==> src/rtl/execute_muldiv.sv <==
// Multi-cycle RISC-V M-extension execute unit: shift-add multiply and
// restoring divide on operand magnitudes, one bit per cycle, with
// valid/ready handshakes on both sides and a synchronous flush.
//
// state | meaning
// IDLE  | ready_o high, waiting for an operation
// BUSY  | iterating one multiplier / quotient bit per cycle
// FIX   | sign correction and result select into the output registers
// DONE  | valid_o high, outputs held until ready_i
module execute_muldiv #(
    parameter int XLEN = 32
) (
    input  logic            clk_i,
    input  logic            rst_i,
    input  logic            flush_i,
    input  logic            valid_i,
    output logic            ready_o,
    input  logic [2:0]      op_i,
    input  logic [XLEN-1:0] op1_i,
    input  logic [XLEN-1:0] op2_i,
    input  logic [4:0]      addr_rd_i,
    input  logic [XLEN-1:0] pc_i,
    input  logic [XLEN-1:0] pc_plus4_i,
    output logic            valid_o,
    input  logic            ready_i,
    output logic [XLEN-1:0] result_o,
    output logic [4:0]      addr_rd_o,
    output logic [XLEN-1:0] pc_o,
    output logic [XLEN-1:0] pc_plus4_o
);
    localparam int CNT_W = $clog2(XLEN) + 1;

    typedef enum logic [1:0] {S_IDLE, S_BUSY, S_FIX, S_DONE} state_t;

    state_t state_q, state_d;

    logic [2:0]        op_q, op_d;
    logic              s1_q, s1_d, s2_q, s2_d;
    logic              div0_q, div0_d;
    logic [CNT_W-1:0]  cnt_q, cnt_d;
    // multiply: {partial product high, remaining multiplier bits}
    // divide:   low half shifts dividend bits out and quotient bits in
    logic [2*XLEN-1:0] prod_q, prod_d;
    logic [XLEN-1:0]   mcand_q, mcand_d;
    logic [XLEN:0]     rem_q, rem_d;
    logic [4:0]        rd_q, rd_d;
    logic [XLEN-1:0]   pc_q, pc_d, pc4_q, pc4_d;
    logic [XLEN-1:0]   result_q, result_d, pc_out_q, pc_out_d, pc4_out_q, pc4_out_d;
    logic [4:0]        rd_out_q, rd_out_d;

    logic              sgn1_op, sgn2_op, s1_in, s2_in;
    logic [XLEN-1:0]   op1_mag, op2_mag;
    logic [XLEN:0]     mul_sum, mul_add, rem_shift, rem_diff;
    logic              rem_ge, neg_q;
    logic [XLEN-1:0]   mul_hi, quot_fix, rem_fix, fix_res;

    assign sgn1_op = (op_i == 3'd1) || (op_i == 3'd2) || (op_i == 3'd4) || (op_i == 3'd6);
    assign sgn2_op = (op_i == 3'd1) || (op_i == 3'd4) || (op_i == 3'd6);
    assign s1_in   = sgn1_op && op1_i[XLEN-1];
    assign s2_in   = sgn2_op && op2_i[XLEN-1];
    assign op1_mag = s1_in ? -op1_i : op1_i;
    assign op2_mag = s2_in ? -op2_i : op2_i;

    assign mul_sum   = {1'b0, prod_q[2*XLEN-1:XLEN]} + {1'b0, mcand_q};
    assign mul_add   = prod_q[0] ? mul_sum : {1'b0, prod_q[2*XLEN-1:XLEN]};
    assign rem_shift = (rem_q << 1) | {{XLEN{1'b0}}, prod_q[XLEN-1]};
    assign rem_diff  = rem_shift - {1'b0, mcand_q};
    assign rem_ge    = rem_shift >= {1'b0, mcand_q};

    // High half of the negated 2*XLEN product: ~hi plus the carry out of -lo.
    assign neg_q    = s1_q ^ s2_q;
    assign mul_hi   = neg_q ? (~prod_q[2*XLEN-1:XLEN] + XLEN'(prod_q[XLEN-1:0] == '0))
                            : prod_q[2*XLEN-1:XLEN];
    assign quot_fix = neg_q ? -prod_q[XLEN-1:0] : prod_q[XLEN-1:0];
    assign rem_fix  = s1_q ? -rem_q[XLEN-1:0] : rem_q[XLEN-1:0];

    // Result select; a zero divisor bypasses the quotient sign fix.
    always_comb begin
        fix_res = rem_fix;
        unique case (op_q)
            3'd0:              fix_res = prod_q[XLEN-1:0];
            3'd1, 3'd2, 3'd3:  fix_res = mul_hi;
            3'd4, 3'd5:        fix_res = div0_q ? '1 : quot_fix;
            default:           fix_res = rem_fix;
        endcase
    end

    // Next-state and datapath update; flush overrides every state.
    always_comb begin
        state_d   = state_q;
        op_d      = op_q;
        s1_d      = s1_q;
        s2_d      = s2_q;
        div0_d    = div0_q;
        cnt_d     = cnt_q;
        prod_d    = prod_q;
        mcand_d   = mcand_q;
        rem_d     = rem_q;
        rd_d      = rd_q;
        pc_d      = pc_q;
        pc4_d     = pc4_q;
        result_d  = result_q;
        rd_out_d  = rd_out_q;
        pc_out_d  = pc_out_q;
        pc4_out_d = pc4_out_q;
        if (flush_i) begin
            state_d = S_IDLE;
        end else begin
            unique case (state_q)
                S_IDLE: begin
                    if (valid_i) begin
                        op_d    = op_i;
                        s1_d    = s1_in;
                        s2_d    = s2_in;
                        div0_d  = (op2_i == '0);
                        cnt_d   = CNT_W'(XLEN);
                        prod_d  = {{XLEN{1'b0}}, op1_mag};
                        mcand_d = op2_mag;
                        rem_d   = '0;
                        rd_d    = addr_rd_i;
                        pc_d    = pc_i;
                        pc4_d   = pc_plus4_i;
                        state_d = S_BUSY;
                    end
                end
                S_BUSY: begin
                    cnt_d = cnt_q - CNT_W'(1);
                    if (op_q[2]) begin
                        rem_d  = rem_ge ? rem_diff : rem_shift;
                        prod_d = {prod_q[2*XLEN-1:XLEN], prod_q[XLEN-2:0], rem_ge};
                    end else begin
                        prod_d = {mul_add, prod_q[XLEN-1:1]};
                    end
                    if (cnt_q == CNT_W'(1)) state_d = S_FIX;
                end
                S_FIX: begin
                    result_d  = fix_res;
                    rd_out_d  = rd_q;
                    pc_out_d  = pc_q;
                    pc4_out_d = pc4_q;
                    state_d   = S_DONE;
                end
                default: begin
                    if (ready_i) state_d = S_IDLE;
                end
            endcase
        end
    end

    // State register.
    always_ff @(posedge clk_i or posedge rst_i) begin
        if (rst_i) state_q <= S_IDLE;
        else       state_q <= state_d;
    end

    // Datapath and output registers.
    always_ff @(posedge clk_i or posedge rst_i) begin
        if (rst_i) begin
            op_q      <= '0;
            s1_q      <= 1'b0;
            s2_q      <= 1'b0;
            div0_q    <= 1'b0;
            cnt_q     <= '0;
            prod_q    <= '0;
            mcand_q   <= '0;
            rem_q     <= '0;
            rd_q      <= '0;
            pc_q      <= '0;
            pc4_q     <= '0;
            result_q  <= '0;
            rd_out_q  <= '0;
            pc_out_q  <= '0;
            pc4_out_q <= '0;
        end else begin
            op_q      <= op_d;
            s1_q      <= s1_d;
            s2_q      <= s2_d;
            div0_q    <= div0_d;
            cnt_q     <= cnt_d;
            prod_q    <= prod_d;
            mcand_q   <= mcand_d;
            rem_q     <= rem_d;
            rd_q      <= rd_d;
            pc_q      <= pc_d;
            pc4_q     <= pc4_d;
            result_q  <= result_d;
            rd_out_q  <= rd_out_d;
            pc_out_q  <= pc_out_d;
            pc4_out_q <= pc4_out_d;
        end
    end

    assign ready_o    = (state_q == S_IDLE);
    assign valid_o    = (state_q == S_DONE);
    assign result_o   = result_q;
    assign addr_rd_o  = rd_out_q;
    assign pc_o       = pc_out_q;
    assign pc_plus4_o = pc4_out_q;

endmodule

==> config.mk <==
export PLATFORM = sky130hd
export DESIGN_NAME = execute_muldiv
export DESIGN_NICKNAME = d
export VERILOG_FILES = /design/src/rtl/execute_muldiv.sv
export SDC_FILE = /design/constraint.sdc
export NUM_CORES = 1
export LEC_CHECK = 0
export ABC_AREA = 1
export BUFFER_PORTS_ARGS = -buffer_cell sky130_fd_sc_hd__buf_2
export CAP_MARGIN = 40
export CORE_MARGIN = 2
export CORE_UTILIZATION = 55
export CTS_CLUSTER_SIZE = 24
export DETAILED_ROUTE_END_ITERATION = 10
export PLACE_DENSITY = 0.73
export SKIP_CTS_REPAIR_TIMING = 1
export SLEW_MARGIN = 40
export SYNTH_ARGS = -nofsm -noshare
export SYNTH_HDL_FRONTEND = slang
export SYNTH_SLANG_ARGS = --single-unit
export TNS_END_PERCENT = 5
==> constraint.sdc <==
create_clock -name clk_i -period 21 [get_ports clk_i]
set_clock_uncertainty 0.15 [all_clocks]
set_input_delay 2.1 -clock clk_i [delete_from_list [all_inputs] [get_ports clk_i]]
set_output_delay 2.1 -clock clk_i [all_outputs]
set_load 0.05 [all_outputs]
======== Word-level counts from Yosys, hierarchy flattened ========
Index checks and enable logic that the tools add are counted.
storage, ports and cells
  register bits ........................... 312
  input bits .............................. 141
  output and inout bits ................... 103
cells by class
  add/subtract/negate cells ............... 8
  magnitude comparators ................... 1
  equality and inequality tests ........... 18
  muxes and demuxes ....................... 22
  bitwise gates (word level) .............. 4
  reductions and logical operators ........ 21
operators by type and width
  operator                                                                number
  32-bit two-way mux                                                      9
  64-bit two-way mux                                                      2
  32-bit negator                                                          4
  64-bit one-hot mux with 2 select lines                                  1
  32-bit one-hot mux with 3 select lines                                  1
  32-bit zero test                                                        2
  32-bit one-hot mux with 2 select lines                                  1
  32-bit by 32-bit adder with 33-bit output                               1
  33-bit by 32-bit greater-or-equal comparator with 1-bit output          1
  33-bit two-way mux                                                      1
  33-bit by 1-bit bitwise OR with 33-bit output                           1
  32-bit by 1-bit adder with 32-bit output                                1
  32-bit inverter                                                         1
  32-bit subtractor                                                       1
  3-bit equality test (second input constant)                             4
  6-bit one-hot mux with 2 select lines                                   1
  3-bit by 2-bit equality test with 1-bit output (second input constant)  3
  3-bit AND reduction                                                     3
  2-bit two-way mux                                                       4
  4-bit AND reduction                                                     2
  3-bit by 1-bit equality test with 1-bit output (second input constant)  2
  6-bit by 1-bit equality test with 1-bit output (second input constant)  1
  6-bit two-way mux                                                       1
  2-bit inequality test (second input constant)                           3
  other kinds (16)                                                        23

======== Depth between registers and ports, before layout ========
  word-level depth ........................ 8
  mapped depth ............................ 20

======== Least setup slack after synthesis ========
OpenSTA, ideal clock, no wires.
  path type ............................... input port to flip-flop
  from .................................... in op1_i[1]
  to ...................................... reg prod_q[24]
  arrival ................................. 3.309 ns
  path slack .............................. 17.410 ns
  cell stages on the path ................. 10
  cell sequence ........................... inv_1 -> ha_1 -> inv_1 -> nor3_2 -> nand3_1 -> nor2_1 -> nand2_1 -> o21ai_1 -> xor2_1 -> o21bai_1
between the ends
  cells in the longest elaborated chain, start to end .. 4
ends and longest elaborated chain
  what                                    line  source
  from (decl)                             19    input logic [XLEN-1:0] op1_i,
  32-bit negator                          61    assign op1_mag = s1_in ? -op1_i : op1_i;
  32-bit two-way mux                      61
  64-bit two-way mux                      111   if (valid_i) begin
  64-bit one-hot mux with 2 select lines  109   unique case (state_q)
  to (signal assigned)                    180   prod_q <= prod_d;
  to (decl)                               43    logic [2*XLEN-1:0] prod_q, prod_d;
Every way passes these cells. The select of a mux whose other input is x is not followed.
A chain may end at the register's enable or synchronous reset.

======== Worst setup path after layout ========
  from .................................... in flush_i
  to ...................................... reg rem_q[2]
between the ends
  cells in the longest elaborated chain, start to end .. 2
ends and longest elaborated chain
  what                                  line  source
  from (decl)                           15    input logic flush_i,
  1-bit inverter (no source line)       n/a
  4-bit AND reduction (no source line)  n/a
  to (signal assigned)                  182   rem_q <= rem_d;
  to (decl)                             45    logic [XLEN:0] rem_q, rem_d;
Every way passes these cells.

==> impl_metrics.yaml <==
critical_path:
  r2r_setup_slack_ns: 16.66
  cp_slowest_cell: "nand2_2"
  crit_path_start_kind: "input pin"
  startpoint: "flush_i"
  crit_buf_inv: 5
  worst_ep_required_time_ns: 21.32
  critical_path_class: "input pin to flop"
  crit_chain: "buf_2 > inv_2 > nand3_4 > clkinv_2 > a21oi_2 > buf_4 > inv_2 > nand2_2 > nand2_1 > nand2_1"
  r2r-end: "result_o[6]$_DFFE_PP0P_"
  crit_family: "buffers and inverters"
  r2r_cells: 15
  crit_path_max_incr_delay_ns: 0.58
  worstPathMaxFanout: 39
  crit_cells: 10
  crit_path_end_kind: "flop"
  rr_startpoint: "prod_q[0]$_DFFE_PP0P_"
  worstPathArrival_ns: 4.79
  endpoint: "rem_q[2]$_DFFE_PP0P_"
sta:
  max-slew-margin-rel_pct: 47.79
  worst_pin_slew_ns: 0.7831
  fmax_mhz: 224.1
  setup_viol: 0
  maxSlewViolCount: 0
  timing.final.hold_violations: 0
  fin_crit_sh_pct: 21.25
  rsz0062_at_grt: "false"
  setup_tns_ns: 0
  min_period_ns: 4.463
grt:
  grt_pass1_wl_um: 129400
  overflow: 0
  gr-usage-all-layers_pct: 39.36
  grt_start_max_net_pins: 103
  first_global_vias: 23060
  grt_antenna_before_repair: 4
die:
  initial_core_util_pct: 55.41
  dieWidth_um: 206.4
  die_area_um2: 42580
  core_um2: 40650
  num_rows: 74
  die_y_um: 206.4
  ios: 244
logic_synthesis:
  yosys.area.top_type: "dfrtp_1"
  yosys.area.top_type_share_pct: 34.67
  ys_ff_latch: 312
  synth_area_leaders: "dfrtp_1 (35%), nand2_1 (21%), nand3_1 (6.5%)"
  ys.warnings.count: 0
  synth_cells: 3493
  ys_types: 47
  syn_nets: 3712
  synth_area_per_cell_um2: 6.447
  synth_area_um2: 22520
  yosysSeqAreaShare_pct: 34.67
worst_hold_path:
  hold_class: "flop to flop"
  min_from: "pc_o[17]$_DFFE_PP0P_"
  holdPathStages: 2
route:
  wl_per_cell_um: 19.83
  routed-via-count: 24736
  met3_wirelength_um: 9050
  top_layer_used: "met5"
  drt_first_iter_violations: 2902
  wl_met2_um: 36400
  drtAntennaViolNets: 0
  drcViolationCount: 0
  wl_met1_um: 33430
  firstDrtPassIters: 6
  avgViaCountPerCell: 5.844
  wirelength_um: 83940
power_and_ir_drop:
  switchingPower_mw: 2.247
  swShare_pct: 54.44
  p_comb_share_pct: 56.9
  power.density_nw_per_um2: 162.7
  ir_drop_uv: 112.4
  pwr-share-clk_pct: 16.4
  power_frac_seq_pct: 26.7
  leakage_nw: 13.61
  p_int_mw: 1.881
cells_and_area:
  nFillCells: 3846
  final_util_pct: 62.41
  final_common_cell: "nand2_1"
  multi_input_comb_area_um2: 12900
  nets: 3892
  seq_area_um2: 7807
  layout_common_cells: "nand2_1 (1,265), nor2_1 (365), inv_1 (325)"
  area_delta_synth_final_pct: 12.65
  instances_no_fill: 4233
  drive_above_1_share_pct: 10.11
clocking:
  cts-root-buf: "clkbuf_16"
  cts_max_path_buffers: 3
  cts_buffers: 36
  cts_tree: "done"
  cts_sinks: 312
  htreeDepth: 2
  clkLatencyLatePin_ns: 0.58
  clk_pin_slew_ns: 0.06
flow_run:
  maxCapViolCount: 0
placed_design:
  port_buffers: 243
  placedCellCount: 4166
  hpwl_um: 64240
  place.gp.congestion: 1.056
outcome:
  status: "finished, final reports clean"
## sequential cells by signal, summed over array words and instances (netlist names), 5 cells and up
name	count
prod_q	64
cnt_q	6
rd_q	5
pc_plus4_o	32
pc_q	32
pc4_q	32
result_o	32
addr_rd_o	5
rem_q	32
mcand_q	32
pc_o	32
## worst min-delay path: stages (launching register included)
cell     delay [ns]
dfrtp_1        0.34
nand2_1        0.06
nand2_1        0.05
## how the worst min path moves through the flow
stage	end	slack (ns)
3_3_place_gp	pc_o[20]$_DFFE_PP0P_	0.30
3_5_place_dp	pc_o[17]$_DFFE_PP0P_	0.30
5_1_grt	pc_plus4_o[4]$_DFFE_PP0P_	0.33
4_1_cts	pc_plus4_o[4]$_DFFE_PP0P_	0.32
6_report	pc_o[17]$_DFFE_PP0P_	0.32
2_1_floorplan	pc4_q[0]$_DFFE_PP0P_	0.30
## layer usage
metal  vias up  track usage [%]
met3       258            9.587
met5         -                0
li1      11643                -
met2      1341            60.37
met4         6            21.02
met1     11488            51.37
## power groups by stage
stage                     registers [mW]  clock network [mW]  logic [mW]
after detailed placement            1.10                   0        2.27
final                               1.10               0.675        2.35
after CTS                           1.09               0.679        2.29
after floorplan                     1.28                   0        1.37
after global routing                1.12               0.704        2.57
after global placement              1.09                   0        2.25
## final cells by class
class / count / share of cell area (%)
Timing Repair Buffer: 261 / 5.509
Antenna cell: 2 / 0.01973
Tap cell: 532 / 2.624
Inverter: 351 / 5.228
Multi-Input combinational cell: 2711 / 50.86
Sequential cell: 312 / 30.78
Clock inverter: 13 / 0.8187
Clock buffer: 51 / 4.167
## per-stage QoR
| step | hold slack, ns | power (mW) | worst slack [ns] | instance area, µm² |
|---|---|---|---|---|
| 4_1_cts | 0.3153 | 4.064 | 16.62 | 25340 |
| 6_report | 0.3174 | 4.128 | 16.54 | 25370 |
| 2_1_floorplan | 0.2992 | 2.650 | 10.12 | 22520 |
| 5_1_grt | 0.3328 | 4.398 | 16.31 | 25370 |
| 3_3_place_gp | 0.2980 | 3.336 | 15.81 | 24030 |
| 3_5_place_dp | 0.3041 | 3.370 | 16.05 | 24080 |
## cells in the mapped netlist (all sizes together)
cell type  instances
o211ai            16
o2111ai            1
or2                4
o221ai            13
nor3              37
nand3b            32
nor4               5
o21ai            228
a21oi            175
clkbuf            76
o21a               3
a21o               5
fa                 2
nor2             375
nand2           1272
a21boi             3
dfrtp            312
a31oi              6
buf               43
a221oi            20
xnor2             17
nor3b              1
xor2              52
clkinv             3
nand4             34
ha                76
a211oi             3
a22oi             14
and2               2
o22ai             12
o21bai             9
inv              348
nand3            294
## kinds of logic (layout without fill, tap and decap cells)
logic type               Yosys count  count (layout)  share of synthesized area, %
other                              0               2                             0
buffers and inverters            470             676                         8.162
AO/OA/AOI/OAI                    508             508                         12.60
flip-flops                       312             312                         34.67
XOR/XNOR                          69              69                         2.683
adder cells (fa/ha/maj)           78              78                         4.400
AND/OR/NAND/NOR                 2056            2056                         37.49
(Power assumes the default switching activity.)
